$ cat src/rtl/fp_pkg.sv
// Shared floating-point definitions.
//   - Exception-flag layout {NV,DZ,OF,UF,NX} and bit indices.
//   - Rounding-mode encodings used by the FP CSR.
package fp_pkg;

  localparam int FFLAGS_W = 5;

  localparam int FLAG_NX = 0;
  localparam int FLAG_UF = 1;
  localparam int FLAG_OF = 2;
  localparam int FLAG_DZ = 3;
  localparam int FLAG_NV = 4;

  typedef logic [FFLAGS_W-1:0] fflags_t;

  typedef enum logic [2:0] {
    RM_RNE = 3'd0,
    RM_RTZ = 3'd1,
    RM_RDN = 3'd2,
    RM_RUP = 3'd3,
    RM_RMM = 3'd4,
    RM_DYN = 3'd7
  } rounding_mode_e;

endpackage

$ cat src/rtl/fflags_fifo.sv
// Circular storage for pending exception flags.
// Ports:
//   clock, reset (synchronous, active-low)
//   push   : request to write wdata at tail (dropped when full or flushing)
//   pop    : remove head entry (caller guarantees !empty)
//   flush  : discard every entry remaining after this cycle's pop
//   wdata  : flags to store;  rdata : flags at head
//   count  : occupied entries; empty / full : registered status
module fflags_fifo
  import fp_pkg::*;
#(
  parameter int DEPTH = 4
) (
  input  logic                     clock,
  input  logic                     reset,
  input  logic                     push,
  input  logic                     pop,
  input  logic                     flush,
  input  fflags_t                  wdata,
  output fflags_t                  rdata,
  output logic [$clog2(DEPTH):0]   count,
  output logic                     empty,
  output logic                     full
);

  localparam int PTR_W = $clog2(DEPTH);

  fflags_t            mem [DEPTH];
  logic [PTR_W:0]     head_q, tail_q;   // index plus wrap bit
  logic [PTR_W:0]     count_q, count_nxt;
  logic               empty_q, full_q;
  logic               do_push;

  // Ready is taken from the registered full flag, so a pop in a full cycle
  // only frees a slot for the next cycle.
  assign do_push = push && !full_q && !flush;

  always_comb begin
    if (flush)
      count_nxt = '0;
    else
      count_nxt = count_q + (PTR_W+1)'(do_push) - (PTR_W+1)'(pop);
  end

  // NOTE: storage holds no reset; an entry is only ever read after it was written.
  always_ff @(posedge clock) begin
    if (do_push)
      mem[tail_q[PTR_W-1:0]] <= wdata;
  end

  // NOTE: sequential state uses non-blocking assignments so every register
  // samples pre-edge values regardless of statement order.
  always_ff @(posedge clock) begin
    if (!reset) begin
      head_q  <= '0;
      tail_q  <= '0;
      count_q <= '0;
      empty_q <= 1'b1;
      full_q  <= 1'b0;
    end else begin
      if (do_push)
        tail_q <= tail_q + 1'b1;
      // Flush jumps head to tail, which already accounts for a same-cycle pop.
      if (flush)
        head_q <= tail_q;
      else if (pop)
        head_q <= head_q + 1'b1;
      count_q <= count_nxt;
      empty_q <= (count_nxt == '0);
      full_q  <= (count_nxt == (PTR_W+1)'(DEPTH));
    end
  end

  assign rdata = mem[head_q[PTR_W-1:0]];
  assign count = count_q;
  assign empty = empty_q;
  assign full  = full_q;

endmodule

$ cat src/rtl/fp_fflags_commit.sv
// In-order commit buffer for FP exception flags feeding the FP CSR.
// Holds flags of completed ops until retirement, then emits a one-cycle
// fflags_out/fflags_out_valid pulse (suppressed for all-zero flags).
// Optional feature macro: FFLAGS_COUNTERS_EN adds five saturating per-flag
// counters of retired flags, read through cnt_sel/cnt_rdata.
// Ports:
//   clock, reset (synchronous, active-low)
//   enq_valid/enq_flags/enq_ready : flags from the FP unit
//   retire_valid                  : oldest op retires
//   flush                         : squash all non-retired entries
//   fflags_out/fflags_out_valid   : registered pulse to the CSR
//   count/empty                   : occupancy
//   underflow_err                 : sticky retire-while-empty
//   cnt_sel/cnt_rdata             : counter readback (0 when disabled)
module fp_fflags_commit
  import fp_pkg::*;
#(
  parameter int DEPTH = 4,
  parameter int CNT_W = 16
) (
  input  logic                     clock,
  input  logic                     reset,
  input  logic                     enq_valid,
  input  logic [FFLAGS_W-1:0]      enq_flags,
  output logic                     enq_ready,
  input  logic                     retire_valid,
  input  logic                     flush,
  output logic [FFLAGS_W-1:0]      fflags_out,
  output logic                     fflags_out_valid,
  output logic [$clog2(DEPTH):0]   count,
  output logic                     empty,
  output logic                     underflow_err,
  input  logic [2:0]               cnt_sel,
  output logic [CNT_W-1:0]         cnt_rdata
);

  fflags_t head_flags;
  logic    fifo_full;
  logic    pop;

  // An entry written this cycle is not visible yet, so a retire on an empty
  // buffer is an underflow even with a simultaneous enqueue.
  assign pop       = retire_valid && !empty;
  assign enq_ready = !fifo_full;

  fflags_fifo #(.DEPTH(DEPTH)) u_fifo (
    .clock (clock),
    .reset (reset),
    .push  (enq_valid),
    .pop   (pop),
    .flush (flush),
    .wdata (enq_flags),
    .rdata (head_flags),
    .count (count),
    .empty (empty),
    .full  (fifo_full)
  );

  always_ff @(posedge clock) begin
    if (!reset) begin
      fflags_out       <= '0;
      fflags_out_valid <= 1'b0;
      underflow_err    <= 1'b0;
    end else begin
      fflags_out       <= pop ? head_flags : '0;
      fflags_out_valid <= pop && (head_flags != '0);
      if (retire_valid && empty)
        underflow_err <= 1'b1;
    end
  end

`ifdef FFLAGS_COUNTERS_EN
  logic [CNT_W-1:0] cnt_q [FFLAGS_W];

  for (genvar g = 0; g < FFLAGS_W; g++) begin : g_cnt
    always_ff @(posedge clock) begin
      if (!reset)
        cnt_q[g] <= '0;
      else if (pop && head_flags[g] && (cnt_q[g] != '1))
        cnt_q[g] <= cnt_q[g] + 1'b1;
    end
  end

  // NOTE: default assignment first keeps this combinational block latch-free.
  always_comb begin
    cnt_rdata = '0;
    for (int i = 0; i < FFLAGS_W; i++)
      if (cnt_sel == 3'(i))
        cnt_rdata = cnt_q[i];
  end
`else
  logic unused_cnt_sel;
  assign unused_cnt_sel = ^cnt_sel;
  assign cnt_rdata      = '0;
`endif

endmodule

$ cat config.mk
export PLATFORM = sky130hd
export DESIGN_NAME = fp_fflags_commit
export DESIGN_NICKNAME = d
export VERILOG_FILES = /design/src/rtl/fp_pkg.sv /design/src/rtl/fflags_fifo.sv /design/src/rtl/fp_fflags_commit.sv
export SDC_FILE = /design/constraint.sdc
export NUM_CORES = 1
export LEC_CHECK = 0
export CORE_MARGIN = 3
export CORE_UTILIZATION = 43
export DETAILED_ROUTE_END_ITERATION = 10
export HOLD_SLACK_MARGIN = 0.02
export MAX_ROUTING_LAYER = met4
export PLACE_DENSITY = 0.71
export SLEW_MARGIN = 25
export SYNTH_ARGS = -nofsm -noshare
export SYNTH_HDL_FRONTEND = slang
export SYNTH_SLANG_ARGS = --single-unit
$ cat constraint.sdc
create_clock -name clock -period 2.2 [get_ports clock]
set_input_delay 0.44 -clock clock [delete_from_list [all_inputs] [get_ports clock]]
set_output_delay 0.44 -clock clock [all_outputs]
set_load 0.02 [all_outputs]
==> out/results.env <==
FP.DIEAREA_UM2=4460
NUM_ANTENNA_CELLS=0
AVG_CELL_AREA_SYN_UM2=14.7
DIEWIDTH_UM=66.8
RUN_STATUS='finished, final reports clean'
DIEHEIGHT_UM=66.8
CLK_TRANSITION_REPORTED_PATHS_NS=0.07
NUMPORTBUFFERS=21
CRITICAL_PATH_CLASS='in2reg'
CLK_PATH_BUF_DEPTH=2
INITIAL_UTILIZATION=0.462
ROUTED_WIRE_LENGTH_PER_INSTANCE_UM=12.8
DETAIL_ROUTE.DRC_VIOLATIONS=0
FP-ROW-COUNT=21
TIMING.CRITICAL_PATH.FANOUT_MAX=2
CLK-INSERTION-DELAY-LATE_NS=0.29
GRT_SETUP_UNREPAIRED='false'
FINAL_MAX_SLEW_VIOL_COUNT=0
DRT_FIRST_PASS_ITERS=4
FINALCLOCKSKEW_NS=0.00329
WL_UM=2360
P_PER_AREA_nW_PER_UM2=778
ANTENNA_VIOLATION_NET_COUNT_AFTER_DETAILED_ROUTING=0
SYNTH.DISTINCT_CELLS=29
GROUTE.USAGE.OVERALL=0.129
CRITPATHREQUIREDTIME_NS=2.38
DETAIL_ROUTE.VIAS_PER_CELL=4.58
CRITICAL_PATH.ENDPOINT_TYPE='register'
SYNTH_WARN=0
CTS_TREE='yes'
SEQ_AREA_FRAC_SYNTH=0.604
MAX-VDD-IR-DROP_mV=0.443
NETLIST_INSTANCES=108
SETUP_VIOL=0
MIN_PERIOD_OVER_PERIOD=0.956
WORSTPATHARRIVAL_NS=2.28
GRT_ANTENNA_BEFORE_REPAIR=0
MAX_CAP_VIOLATIONS=0
FINALWEIGHTEDCONGESTION=0.725
NUMBER_OF_BUFFERS_INSERTED_DURING_CLOCK_TREE_SYNTHESIS=5
POST_CTS_HOLD_BUFFER_COUNT=0
FINALWORSTPATHREQUIREDPERIOD_NS=2.10
SYNTH.CELL_AREA_UM2=1590
FINAL.SETUP.WORST_SLACK_NS=0.0959
GRT_PASS1_VIAS=814
HP-CLASS='reg2reg'
TIMING.FINAL.HOLD_VIOLATIONS=0
TIMING.CRITICAL_PATH.FROM_TYPE='input port'
AREA_GROWTH_PCT=21.3
FIRST_PASS_GRT_WIRE_LENGTH_UM=3840
CLOCK_TREE.ROOT_CELL='sky130_fd_sc_hd__clkbuf_8'
SYNTH_SEQ_CELLS=38
FINAL_LAYOUT_SIZE_SUFFIX_GT1_FRAC=0.138
CTSHTREEMAXLEVEL=2
FMAX_MHz=475
TOTAL_NEGATIVE_SETUP_SLACKS_NS=0
PLACE.DETAILED.HPWL_UM=1720
FINISH.NET_COUNT=156
GRT_MAX_DEGREE=14
INITIALDRTVIOLATIONCOUNT=42
I_O_PIN_TOTAL=41
FINAL_UTIL=0.561
PLACEABLE_CORE_AREA_UM2=3440
VIA_COUNT=843
TOTAL_LEAKAGE_POWER_uW=0.000771
PRE_CTS_WS_NS=-0.379
OVERFLOW=0
NUMCLOCKSINKS=38
[layer usage]
metal	GRT usage	part of all wire	vias up
met1	0.143	0.43	401
met2	0.199	0.48	31
met4	0.0533	0.018	0
li1	-	-	405
met5	-	0	-
met3	0.0607	0.071	6
[cells in the mapped netlist]
master                     count  share of area
sky130_fd_sc_hd__and3_1        4          0.016
sky130_fd_sc_hd__mux4_2        2          0.028
sky130_fd_sc_hd__nor2b_1       4          0.016
sky130_fd_sc_hd__nand2b_1      1         0.0039
sky130_fd_sc_hd__buf_4        16          0.076
sky130_fd_sc_hd__o211a_1       2          0.013
sky130_fd_sc_hd__and2_1        8          0.031
sky130_fd_sc_hd__nand2_1       2         0.0047
sky130_fd_sc_hd__xor2_1        2          0.011
sky130_fd_sc_hd__fa_1          1          0.013
sky130_fd_sc_hd__clkbuf_1      2         0.0047
sky130_fd_sc_hd__and3_2        1         0.0047
sky130_fd_sc_hd__mux2i_1       1         0.0063
sky130_fd_sc_hd__ha_1          5          0.039
sky130_fd_sc_hd__buf_6         1         0.0071
sky130_fd_sc_hd__nand3b_1      1         0.0047
sky130_fd_sc_hd__inv_1         4         0.0094
sky130_fd_sc_hd__xnor3_1       1          0.014
sky130_fd_sc_hd__o311a_1       1         0.0063
sky130_fd_sc_hd__a21oi_1       1         0.0031
sky130_fd_sc_hd__mux4_1        3          0.050
sky130_fd_sc_hd__nor3b_2       1         0.0079
sky130_fd_sc_hd__xnor2_1       2          0.011
sky130_fd_sc_hd__or3_1         1         0.0039
sky130_fd_sc_hd__conb_1        1         0.0024
sky130_fd_sc_hd__nor3b_1       1         0.0047
sky130_fd_sc_hd__o31ai_1       1         0.0047
sky130_fd_sc_hd__dfxtp_1      18           0.23
sky130_fd_sc_hd__edfxtp_1     20           0.38
[layout make-up]
type | count | area [µm²]
Fill cell | 272 | 1510
Sequential cell | 38 | 961
Multi-Input combinational cell | 62 | 539
Timing Repair Buffer | 26 | 248
Clock buffer | 6 | 93.8
Tap cell | 46 | 57.6
Clock inverter | 2 | 15.0
Inverter | 4 | 15.0
[per-stage QoR]
stage,cell area [µm²],total power (µW),hold WS [ns],std cells
after CTS,1920,1510,0.501,184
after global routing,1930,1570,0.519,184
after detailed placement,1810,979,0.481,176
final,1930,1500,0.492,184
after global placement,1810,971,0.477,176
after floorplan,1650,934,0.528,123
[final timing paths]
check,startpoint,endpoint,slack [ns],cells past startpoint
min,underflow_err,underflow_err,0.49,2
max reg2reg,register,fflags_out_valid,0.33,3
min reg2reg,underflow_err,underflow_err,0.49,2
max,retire_valid,u_fifo.full,0.1,8
[placed cells by master, fill, tap and decap left out]
master	count
sky130_fd_sc_hd__nor3b_2	2
sky130_fd_sc_hd__nor2b_1	3
sky130_fd_sc_hd__or3_1	1
sky130_fd_sc_hd__nand3b_1	1
sky130_fd_sc_hd__edfxtp_1	20
sky130_fd_sc_hd__mux4_1	3
sky130_fd_sc_hd__xnor3_1	1
sky130_fd_sc_hd__mux2i_1	1
sky130_fd_sc_hd__mux4_2	2
sky130_fd_sc_hd__and3_2	1
sky130_fd_sc_hd__fa_1	1
sky130_fd_sc_hd__a21oi_1	1
sky130_fd_sc_hd__and3_1	4
sky130_fd_sc_hd__dfxtp_1	18
sky130_fd_sc_hd__o211a_1	2
sky130_fd_sc_hd__xor2_1	2
sky130_fd_sc_hd__buf_4	5
sky130_fd_sc_hd__inv_1	4
sky130_fd_sc_hd__conb_1	16
sky130_fd_sc_hd__nand2b_1	1
sky130_fd_sc_hd__clkinvlp_4	2
sky130_fd_sc_hd__nor2b_2	1
sky130_fd_sc_hd__nand2_1	2
sky130_fd_sc_hd__xnor2_1	2
sky130_fd_sc_hd__clkdlybuf4s50_1	21
sky130_fd_sc_hd__o311a_1	1
sky130_fd_sc_hd__clkbuf_8	5
sky130_fd_sc_hd__ha_1	5
sky130_fd_sc_hd__and2_1	8
sky130_fd_sc_hd__o31ai_1	1
sky130_fd_sc_hd__clkbuf_16	1
[critical path: stages]
cell	delay [ns]
sky130_fd_sc_hd__clkdlybuf4s50_1	0.42
sky130_fd_sc_hd__nor2b_2	0.17
sky130_fd_sc_hd__xor2_1	0.15
sky130_fd_sc_hd__ha_1	0.20
sky130_fd_sc_hd__fa_1	0.38
sky130_fd_sc_hd__xnor3_1	0.21
sky130_fd_sc_hd__and2_1	0.18
sky130_fd_sc_hd__nor3b_2	0.14
[sequential cells by signal, indices dropped and copies added, names as in the netlist, named ones only]
name,cells
u_fifo.mem,20
fflags_out,5
u_fifo.count,3
u_fifo.head_q,2
u_fifo.tail_q,2
fflags_out_valid,1
u_fifo.empty,1
u_fifo.full,1
underflow_err,1
[kinds of logic (layout without fill, tap and decap cells)]
family	Yosys count	after routing	share of synthesized area
XOR/XNOR	5	5	0.0362
AND/OR/NAND/NOR	24	24	0.0976
other	1	16	0.00236
flip-flops	38	38	0.604
buffers and inverters	23	38	0.0968
AO/OA/AOI/OAI	5	5	0.0268
adder cells (fa/ha/maj)	6	6	0.0519
multiplexers	6	6	0.0842
[report_power, final]
part           switching [µW]  internal, µW  leakage [µW]
Combinational            92.4          82.0      0.000394
Clock                     245           291     0.0000486
Sequential               17.3           772      0.000328
Total                     355          1150      0.000771
[timing repair]
| action | 4_1_cts | 5_1_grt |
|---|---|---|
| setup endpoints to repair | 2 | 1 |
| buffers inserted | 0 | 0 |
| gates cloned | 0 | 0 |
| pin swaps | 1 | 0 |
| gates resized for setup | 1 | 1 |
No activity file was read; power rests on OpenSTA's default activity.
